**src/rtl/ascii_to_adxl362_thresholds.sv**
```systemverilog
// Parses "<sel><4 hex digits><EOL>" ASCII commands into clamped 11-bit ADXL362
// activity/inactivity thresholds, with update and error pulses for status display.
module ascii_to_adxl362_thresholds #(
  parameter logic [10:0] ACT_DEFAULT   = 11'h096,
  parameter logic [10:0] INACT_DEFAULT = 11'h096
) (
  input  logic        i_clk_20mhz,
  input  logic        i_rst_20mhz,
  input  logic [7:0]  i_rx_byte,
  input  logic        i_rx_valid,
  output logic [10:0] o_act_thresh,
  output logic [10:0] o_inact_thresh,
  output logic        o_update_act,
  output logic        o_update_inact,
  output logic        o_cmd_error,
  output logic        o_busy
);

  typedef enum logic [1:0] {IDLE, DIGITS, WAIT_EOL, DISCARD} state_t;

  state_t      r_state;
  logic [15:0] r_acc;
  logic [2:0]  r_cnt;
  logic        r_sel_act;
  logic [10:0] r_act_thresh;
  logic [10:0] r_inact_thresh;
  logic        r_update_act;
  logic        r_update_inact;
  logic        r_cmd_error;
  logic        r_busy;

  logic [4:0]  w_hex;
  logic        w_is_eol;
  logic        w_is_space;
  logic        w_is_act_sel;
  logic        w_is_inact_sel;

  // Returns {is_hex, nibble}; letters share the low nibble pattern 1..6 -> 10..15.
  function automatic logic [4:0] hex_decode(input logic [7:0] c);
    if (c >= 8'h30 && c <= 8'h39)
      return {1'b1, c[3:0]};
    else if ((c >= 8'h41 && c <= 8'h46) || (c >= 8'h61 && c <= 8'h66))
      return {1'b1, c[3:0] + 4'd9};
    else
      return 5'd0;
  endfunction

  function automatic logic [10:0] sat_thresh(input logic [15:0] a);
    return (a > 16'h07FF) ? 11'h7FF : a[10:0];
  endfunction

  assign w_hex          = hex_decode(i_rx_byte);
  assign w_is_eol       = (i_rx_byte == 8'h0D) || (i_rx_byte == 8'h0A);
  assign w_is_space     = (i_rx_byte == 8'h20);
  assign w_is_act_sel   = (i_rx_byte == 8'h41) || (i_rx_byte == 8'h61);
  assign w_is_inact_sel = (i_rx_byte == 8'h49) || (i_rx_byte == 8'h69);

  always_ff @(posedge i_clk_20mhz) begin
    if (i_rst_20mhz) begin
      r_state        <= IDLE;
      r_acc          <= 16'd0;
      r_cnt          <= 3'd0;
      r_sel_act      <= 1'b0;
      r_act_thresh   <= ACT_DEFAULT;
      r_inact_thresh <= INACT_DEFAULT;
      r_update_act   <= 1'b0;
      r_update_inact <= 1'b0;
      r_cmd_error    <= 1'b0;
      r_busy         <= 1'b0;
    end else begin
      r_update_act   <= 1'b0;
      r_update_inact <= 1'b0;
      r_cmd_error    <= 1'b0;
      if (i_rx_valid) begin
        case (r_state)
          IDLE: begin
            if (w_is_act_sel || w_is_inact_sel) begin
              r_sel_act <= w_is_act_sel;
              r_acc     <= 16'd0;
              r_cnt     <= 3'd0;
              r_state   <= DIGITS;
              r_busy    <= 1'b1;
            end else if (!(w_is_eol || w_is_space)) begin
              r_cmd_error <= 1'b1;
              r_state     <= DISCARD;
              r_busy      <= 1'b1;
            end
          end
          DIGITS: begin
            if (w_hex[4]) begin
              r_acc <= {r_acc[11:0], w_hex[3:0]};
              r_cnt <= r_cnt + 3'd1;
              if (r_cnt == 3'd3) r_state <= WAIT_EOL;
            end else if (w_is_eol) begin
              r_cmd_error <= 1'b1;
              r_state     <= IDLE;
              r_busy      <= 1'b0;
            end else begin
              r_cmd_error <= 1'b1;
              r_state     <= DISCARD;
            end
          end
          WAIT_EOL: begin
            if (w_is_eol) begin
              if (r_sel_act) begin
                r_act_thresh <= sat_thresh(r_acc);
                r_update_act <= 1'b1;
              end else begin
                r_inact_thresh <= sat_thresh(r_acc);
                r_update_inact <= 1'b1;
              end
              r_state <= IDLE;
              r_busy  <= 1'b0;
            end else begin
              r_cmd_error <= 1'b1;
              r_state     <= DISCARD;
            end
          end
          DISCARD: begin
            // Errors were already reported on the first bad byte of this line.
            if (w_is_eol) begin
              r_state <= IDLE;
              r_busy  <= 1'b0;
            end
          end
          default: begin
            r_state <= IDLE;
            r_busy  <= 1'b0;
          end
        endcase
      end
    end
  end

  assign o_act_thresh   = r_act_thresh;
  assign o_inact_thresh = r_inact_thresh;
  assign o_update_act   = r_update_act;
  assign o_update_inact = r_update_inact;
  assign o_cmd_error    = r_cmd_error;
  assign o_busy         = r_busy;

endmodule

```
**config.mk**
```make
export PLATFORM = sky130hd
export DESIGN_NAME = ascii_to_adxl362_thresholds
export DESIGN_NICKNAME = d
export VERILOG_FILES = /design/src/rtl/ascii_to_adxl362_thresholds.sv
export SDC_FILE = /design/constraint.sdc
export NUM_CORES = 1
export LEC_CHECK = 0
export ABC_AREA = 1
export CAP_MARGIN = 10
export CORE_MARGIN = 4
export CORE_UTILIZATION = 40
export DETAILED_ROUTE_END_ITERATION = 8
export RECOVER_POWER = 50
export SLEW_MARGIN = 0
export SYNTH_ARGS = -nofsm -noshare
export SYNTH_HDL_FRONTEND = slang
export SYNTH_SLANG_ARGS = --single-unit
```
**constraint.sdc**
```tcl
create_clock -name i_clk_20mhz -period 3.1 [get_ports i_clk_20mhz]
set_input_delay 0.62 -clock i_clk_20mhz [delete_from_list [all_inputs] [get_ports i_clk_20mhz]]
set_output_delay 0.62 -clock i_clk_20mhz [all_outputs]
set_load 0.03 [all_outputs]
```
==> results of run 1 <==
-- power by group --
part	leakage (µW)	internal, µW	switching [µW]	total (µW)
clock	0.0000687	325	218	543
sequential	0.000388	621	6.15	627
combinational	0.000729	37.9	71.9	110
-- path summary, 6_finish.rpt --
path	start	end	slack, ps
max reg2reg	r_state[0]$_SDFFE_PP0P_	r_acc[3]$_SDFFE_PP0P_	1320
min	o_act_thresh[7]$_SDFFE_PP1P_	o_act_thresh[7]$_SDFFE_PP1P_	460
min reg2reg	o_act_thresh[7]$_SDFFE_PP1P_	o_act_thresh[7]$_SDFFE_PP1P_	460
max	i_rx_byte[1]	r_acc[3]$_SDFFE_PP0P_	510
-- synth_stat cells (3+ instances only) --
master	instances
buf_2	3
o21ai_0	3
inv_1	23
dfxtp_1	48
nand2_1	101
nor2_1	15
nand3_2	6
ha_1	6
buf_6	4
clkbuf_1	5
nand3_1	35
inv_2	9
buf_4	3
nor3_1	3
a21oi_1	34
-- worst min-delay path, cell delays in order (launching register included) --
cell     delay (ps)
dfxtp_1         330
nand2_1          50
nand3_1          50
-- sequential cells by signal (all words and copies together), names as in the netlist --
name,count
r_acc,16
o_act_thresh,11
o_inact_thresh,11
r_cnt,3
r_state,2
o_busy,1
o_cmd_error,1
o_update_act,1
o_update_inact,1
r_sel_act,1
-- final cells by class --
class / instances / area (µm²)
flip-flops and latches: 48 / 961
repair buffers: 39 / 383
clock inverters: 3 / 68.8
well taps: 72 / 90.1
multi-input cells: 223 / 1130
fillers: 566 / 2750
inverters: 32 / 120
clock buffers: 5 / 68.8
-- per-stage QoR --
step / setup WS (ps) / utilization (%) / power (µW)
global placement: 494 / 48.5 / 755
detailed placement: 459 / 48.5 / 755
finish: 507 / 50.6 / 1280
CTS: 785 / 51.0 / 1300
floorplan: 1260 / - / 720
global route: 309 / 50.6 / 1330
-- per-layer routing --
layer	vias to the layer above	track usage [%]
met1	900	20.8
met3	9	3.63
li1	1077	-
met4	0	5.90
met5	-	0
met2	36	23.0
-- cells by family after synthesis --
| kind of cell | count (synthesis) | share of synthesized area, % |
|---|---|---|
| compound gates | 43 | 10.7 |
| xor+xnor | 1 | 0.376 |
| fa+ha+maj | 6 | 3.22 |
| buf+inv | 47 | 9.50 |
| flops | 48 | 41.2 |
| simple gates | 173 | 35.0 |
==> run summary, run 1 <==
Metal3 WL = 232 µm
Syn_area_per_cell = 7.33 µm²
1st-pass router iterations = 4
CTS Buf Count = 5
Final GP Congestion = 0.849
Max stage delay on crit path = 600 ps
Largest net degree at the start of global routing = 39
Num Clock Sinks = 48
DP Wirelength = 3670 µm
First-pass GRT wire length = 8920 µm
Period minus WS final = 2590 ps
RSZ-0062 raised after global routing = false
WL met1 = 2510 µm
Post-Route WL = 5010 µm
Library cells used by synthesis = 29
Post_cts resized = 0
Vias in the first global route = 1906
Post-layout instance area = 2820 µm²
Post-Syn Nets = 335
Maximum clock rate = 386 MHz
Post-CTS Setup Repair Bufs = 0
Drc violations = 0
Area leader, netlist = dfxtp_1
Antenna Diode Count = 0
Setup Viol. Count Final = 0
Max-slew headroom = 56.6%
Port Buf Inserts = 36
Post-DR wirelength/cell = 11.9 µm
Max-Cap Viols = 0
DR WL met2 = 2190 µm
EDFF count, synth = 0
Seq cells post-synth = 48
Crit-path cells = dlygate4sd3_1, inv_1, ha_1, nand4_1, a21oi_4, nand2_1, inv_2, nand3_1, a21oi_1
Worst-path maximum fanout = 20
Status = finished clean
Top cell type's share of synthesized area = 41.2%
GRT Total Usage = 15.2%
Critical path depth = 9
Die H = 84.4 µm
Root Driver = clkbuf_8
Die area = 7120 µm²
Via count = 2022
Worst vdd ir = 0.248 mV
Layout cell share with drive strength beyond 1 = 9.71%
Initial antenna violation count = 0
CTS tree = built
Starting Density = 41.8%
Final setup TNS = 0 ps
Critical Path Source Type = input port
Arrival @ worst endpoint = 2830 ps
Crit path required time = 3340 ps
Fin. max-slew vios = 0
Post-Layout Cell Count = 422
Initial drt markers = 68
YS warnings = 0
Seq/Total Area, Yosys = 41.2%
Post-Place Cells = 414
Synthesized area = 2330 µm²
Maximum buffer depth of the clock tree = 2
Clock Latency Late Sink = 310 ps
Leakage Power = 0.00119 µW
CTS hold repair buffers = 0
Clock H-tree levels = 2
Syn Inst Count = 318
Crit-path slowest cell = dlygate4sd3_1
Max Clock Skew = 9.44 ps
Asr flop ratio synth = 0%
Predominant post-synthesis flop cell = dfxtp_1
Commonest non-fill, non-tap cell in the layout = nand2_1
Class of the most critical setup path = input port to flop
Clock slew at reported path FFs = 100 ps
Area after DPL = 2700 µm²
Layout overhead on the synthesized area = 20.9%
Worst slew pin tran = 650 ps
Die width = 84.4 µm
Top Ports = 37
Top post-synthesis cells by area = dfxtp_1 (41%), nand2_1 (16%), nand3_1 (7.5%)
Routed Antenna Nets = 0
WP buf/inv = 3
Family with the most delay on the worst path = buffers and inverters
Fin. Hold Viols = 0
PD cells = 454 nW/µm²
Worst Hold Slack = 459 ps
Min-delay worst type = flop to flop
Highest Signal Layer = met4
Hold depth = 2
Core box area = 5570 µm²
Row count = 27
Final period utilization = 83.7%
R2R depth = 7
Total gr overflow = 0
Most frequent cells in the layout = nand2_1 (103), dfxtp_1 (48), nand3_1 (36)
DR vias/cell = 4.79
CP Capture Type = flop
Final net count = 366
Power figures use the tool's default switching activity.
==> run 2: changes to the inputs <==
- clock period: 3.1 -> 2.6 ns (I/O delays scaled with it)
==> run 2 against run 1 <==
Compared with the run above:
- routed wire length grew 3.2%
- register-to-register slack worse by 350 ps
- final cell count up 0.71%
- via count grew 1.7%
- global-route usage is 0.17 points higher
- die area did not move
- clock power increased by 19%
- clock-buffer cell count unchanged
- setup slack got worse by 210 ps
- cell area rose by 2.1%
- clock skew is 3.8 ps lower
- largest cell class unchanged
==> run summary, run 2 (synthesis results as in run 1) <==
Total gr overflow = 0
Drc violations = 0
Most frequent cells in the layout = nand2_1 (101), dfxtp_1 (48), nand3_1 (37)
RSZ-0062 raised after global routing = false
Final period utilization = 88.5%
Clock Latency Late Sink = 300 ps
CTS hold repair buffers = 0
Initial drt markers = 100
Starting Density = 41.8%
Max-slew headroom = 70.5%
Core box area = 5570 µm²
1st-pass router iterations = 4
Met1 GRT Util = 20.8%
DR vias/cell = 4.84
Worst vdd ir = 0.250 mV
Die width = 84.4 µm
Worst slew pin tran = 441 ps
Critical Path Source Type = input port
Maximum clock rate = 435 MHz
Top Ports = 37
Commonest non-fill, non-tap cell in the layout = nand2_1
Port Buf Inserts = 36
Layout overhead on the synthesized area = 23.4%
Arrival @ worst endpoint = 2540 ps
Crit path required time = 2840 ps
Max reg flops = 16
CTS Buf Count = 5
Largest net degree at the start of global routing = 38
Final GP Congestion = 0.847
CP Capture Type = flop
GRT Total Usage = 15.3%
Status = finished clean
Initial antenna violation count = 0
Clock slew at reported path FFs = 90 ps
Antenna Diode Count = 0
Num Clock Sinks = 48
Crit-path slowest cell = clkdlybuf4s50_1
Routed Antenna Nets = 0
Die area = 7120 µm²
Post-CTS Setup Repair Bufs = 0
Final net count = 369
Worst-path maximum fanout = 11
Final setup TNS = 0 ps
Post-DR wirelength/cell = 12.2 µm
WP buf/inv = 2
Max-Cap Viols = 0
First-pass GRT wire length = 8960 µm
Post_cts resized = 0
Global routing met2 resource utilization = 23.9%
DP Wirelength = 3720 µm
Worst Hold Slack = 464 ps
Top reg by flops = r_acc
Max Clock Skew = 5.65 ps
Layout cell share with drive strength beyond 1 = 11.3%
Maximum buffer depth of the clock tree = 2
Family with the most delay on the worst path = simple AND/OR/NAND/NOR gates
Clock H-tree levels = 2
M3 GR Usage = 3.24%
Max stage delay on crit path = 570 ps
Row count = 27
CTS tree = built
Min-delay worst type = flop to flop
Via count = 2056
Root Driver = clkbuf_8
Setup Viol. Count Final = 0
Class of the most critical setup path = input port to flop
Crit-path cells = clkdlybuf4s50_1, ha_1, nand3_1, nand2_1, nand3_1, inv_2, nand2_4, nor3_4, nand2_1, a21oi_2
Post-Route WL = 5180 µm
Fin. max-slew vios = 0
Fillcell total = 566
PD cells = 532 nW/µm²
Period minus WS final = 2300 ps
Leakage Power = 0.00122 µW
Vias in the first global route = 1959
GR peak layer = met2
R2R setup slack = 970 ps
Die H = 84.4 µm
Fin. Hold Viols = 0
-- run 2: cell count changes in the layout (fill, tap and decap cells not counted), sizes merged --
cell and change:
buf +3, dlygate4sd3 -1, clkdlybuf4s50 +1
-- run 2: stage by stage --
step / utilization [%] / power (µW) / worst slack [ps] / std cells / area [µm²]
final: 51.6 / 1530 / 300 / 425 / 2880
after detailed placement: 49.4 / 904 / 40.8 / 417 / 2750
after global routing: 51.6 / 1590 / 76.1 / 425 / 2880
after CTS: 51.8 / 1550 / 356 / 425 / 2890
after floorplan: - / 858 / 861 / 318 / 2330
after global placement: 49.4 / 903 / 85.4 / 417 / 2750
-- run 2: layer usage --
| layer | up-vias | wire length (µm) | share of wire [%] |
|---|---|---|---|
| li1 | 1087 | - | - |
| met1 | 927 | 2630 | 51 |
| met2 | 32 | 2270 | 44 |
| met3 | 10 | 168 | 3.2 |
| met4 | 0 | 105 | 2.0 |
| met5 | - | 0 | 0 |
-- run 2: cell type report --
class / count / area, µm² / area share, %
multi-input combinational: 223 / 1140 / 39.6
timing repair buffer: 42 / 430 / 15.0
inverter: 32 / 120 / 4.17
clock buffer: 5 / 68.8 / 2.39
clock inverter: 3 / 68.8 / 2.39
tap: 72 / 90.1 / 3.13
sequential: 48 / 961 / 33.4
-- run 2: worst paths after layout --
check | start | to | cells after the start
worst max-delay path | i_rx_byte[0] | o_inact_thresh[0]$_SDFFE_PP0P_ | 10
worst min-delay path | o_busy$_SDFFE_PP0P_ | o_busy$_SDFFE_PP0P_ | 2
worst max register to register | r_state[0]$_SDFFE_PP0P_ | r_acc[3]$_SDFFE_PP0P_ | 7
worst min register to register | o_busy$_SDFFE_PP0P_ | o_busy$_SDFFE_PP0P_ | 2
-- run 2: where the power goes --
group          switching (µW)  total (µW)  internal, µW
clock network             260         647           387
logic                    88.7         136          47.4
registers                7.36         748           741
total                     356        1530          1180
-- run 2: worst min-delay path, cell delays in order, from the launching register on --
cell and delay [ps]:
dfxtp_1 320, nand2_1 60, a21oi_1 50
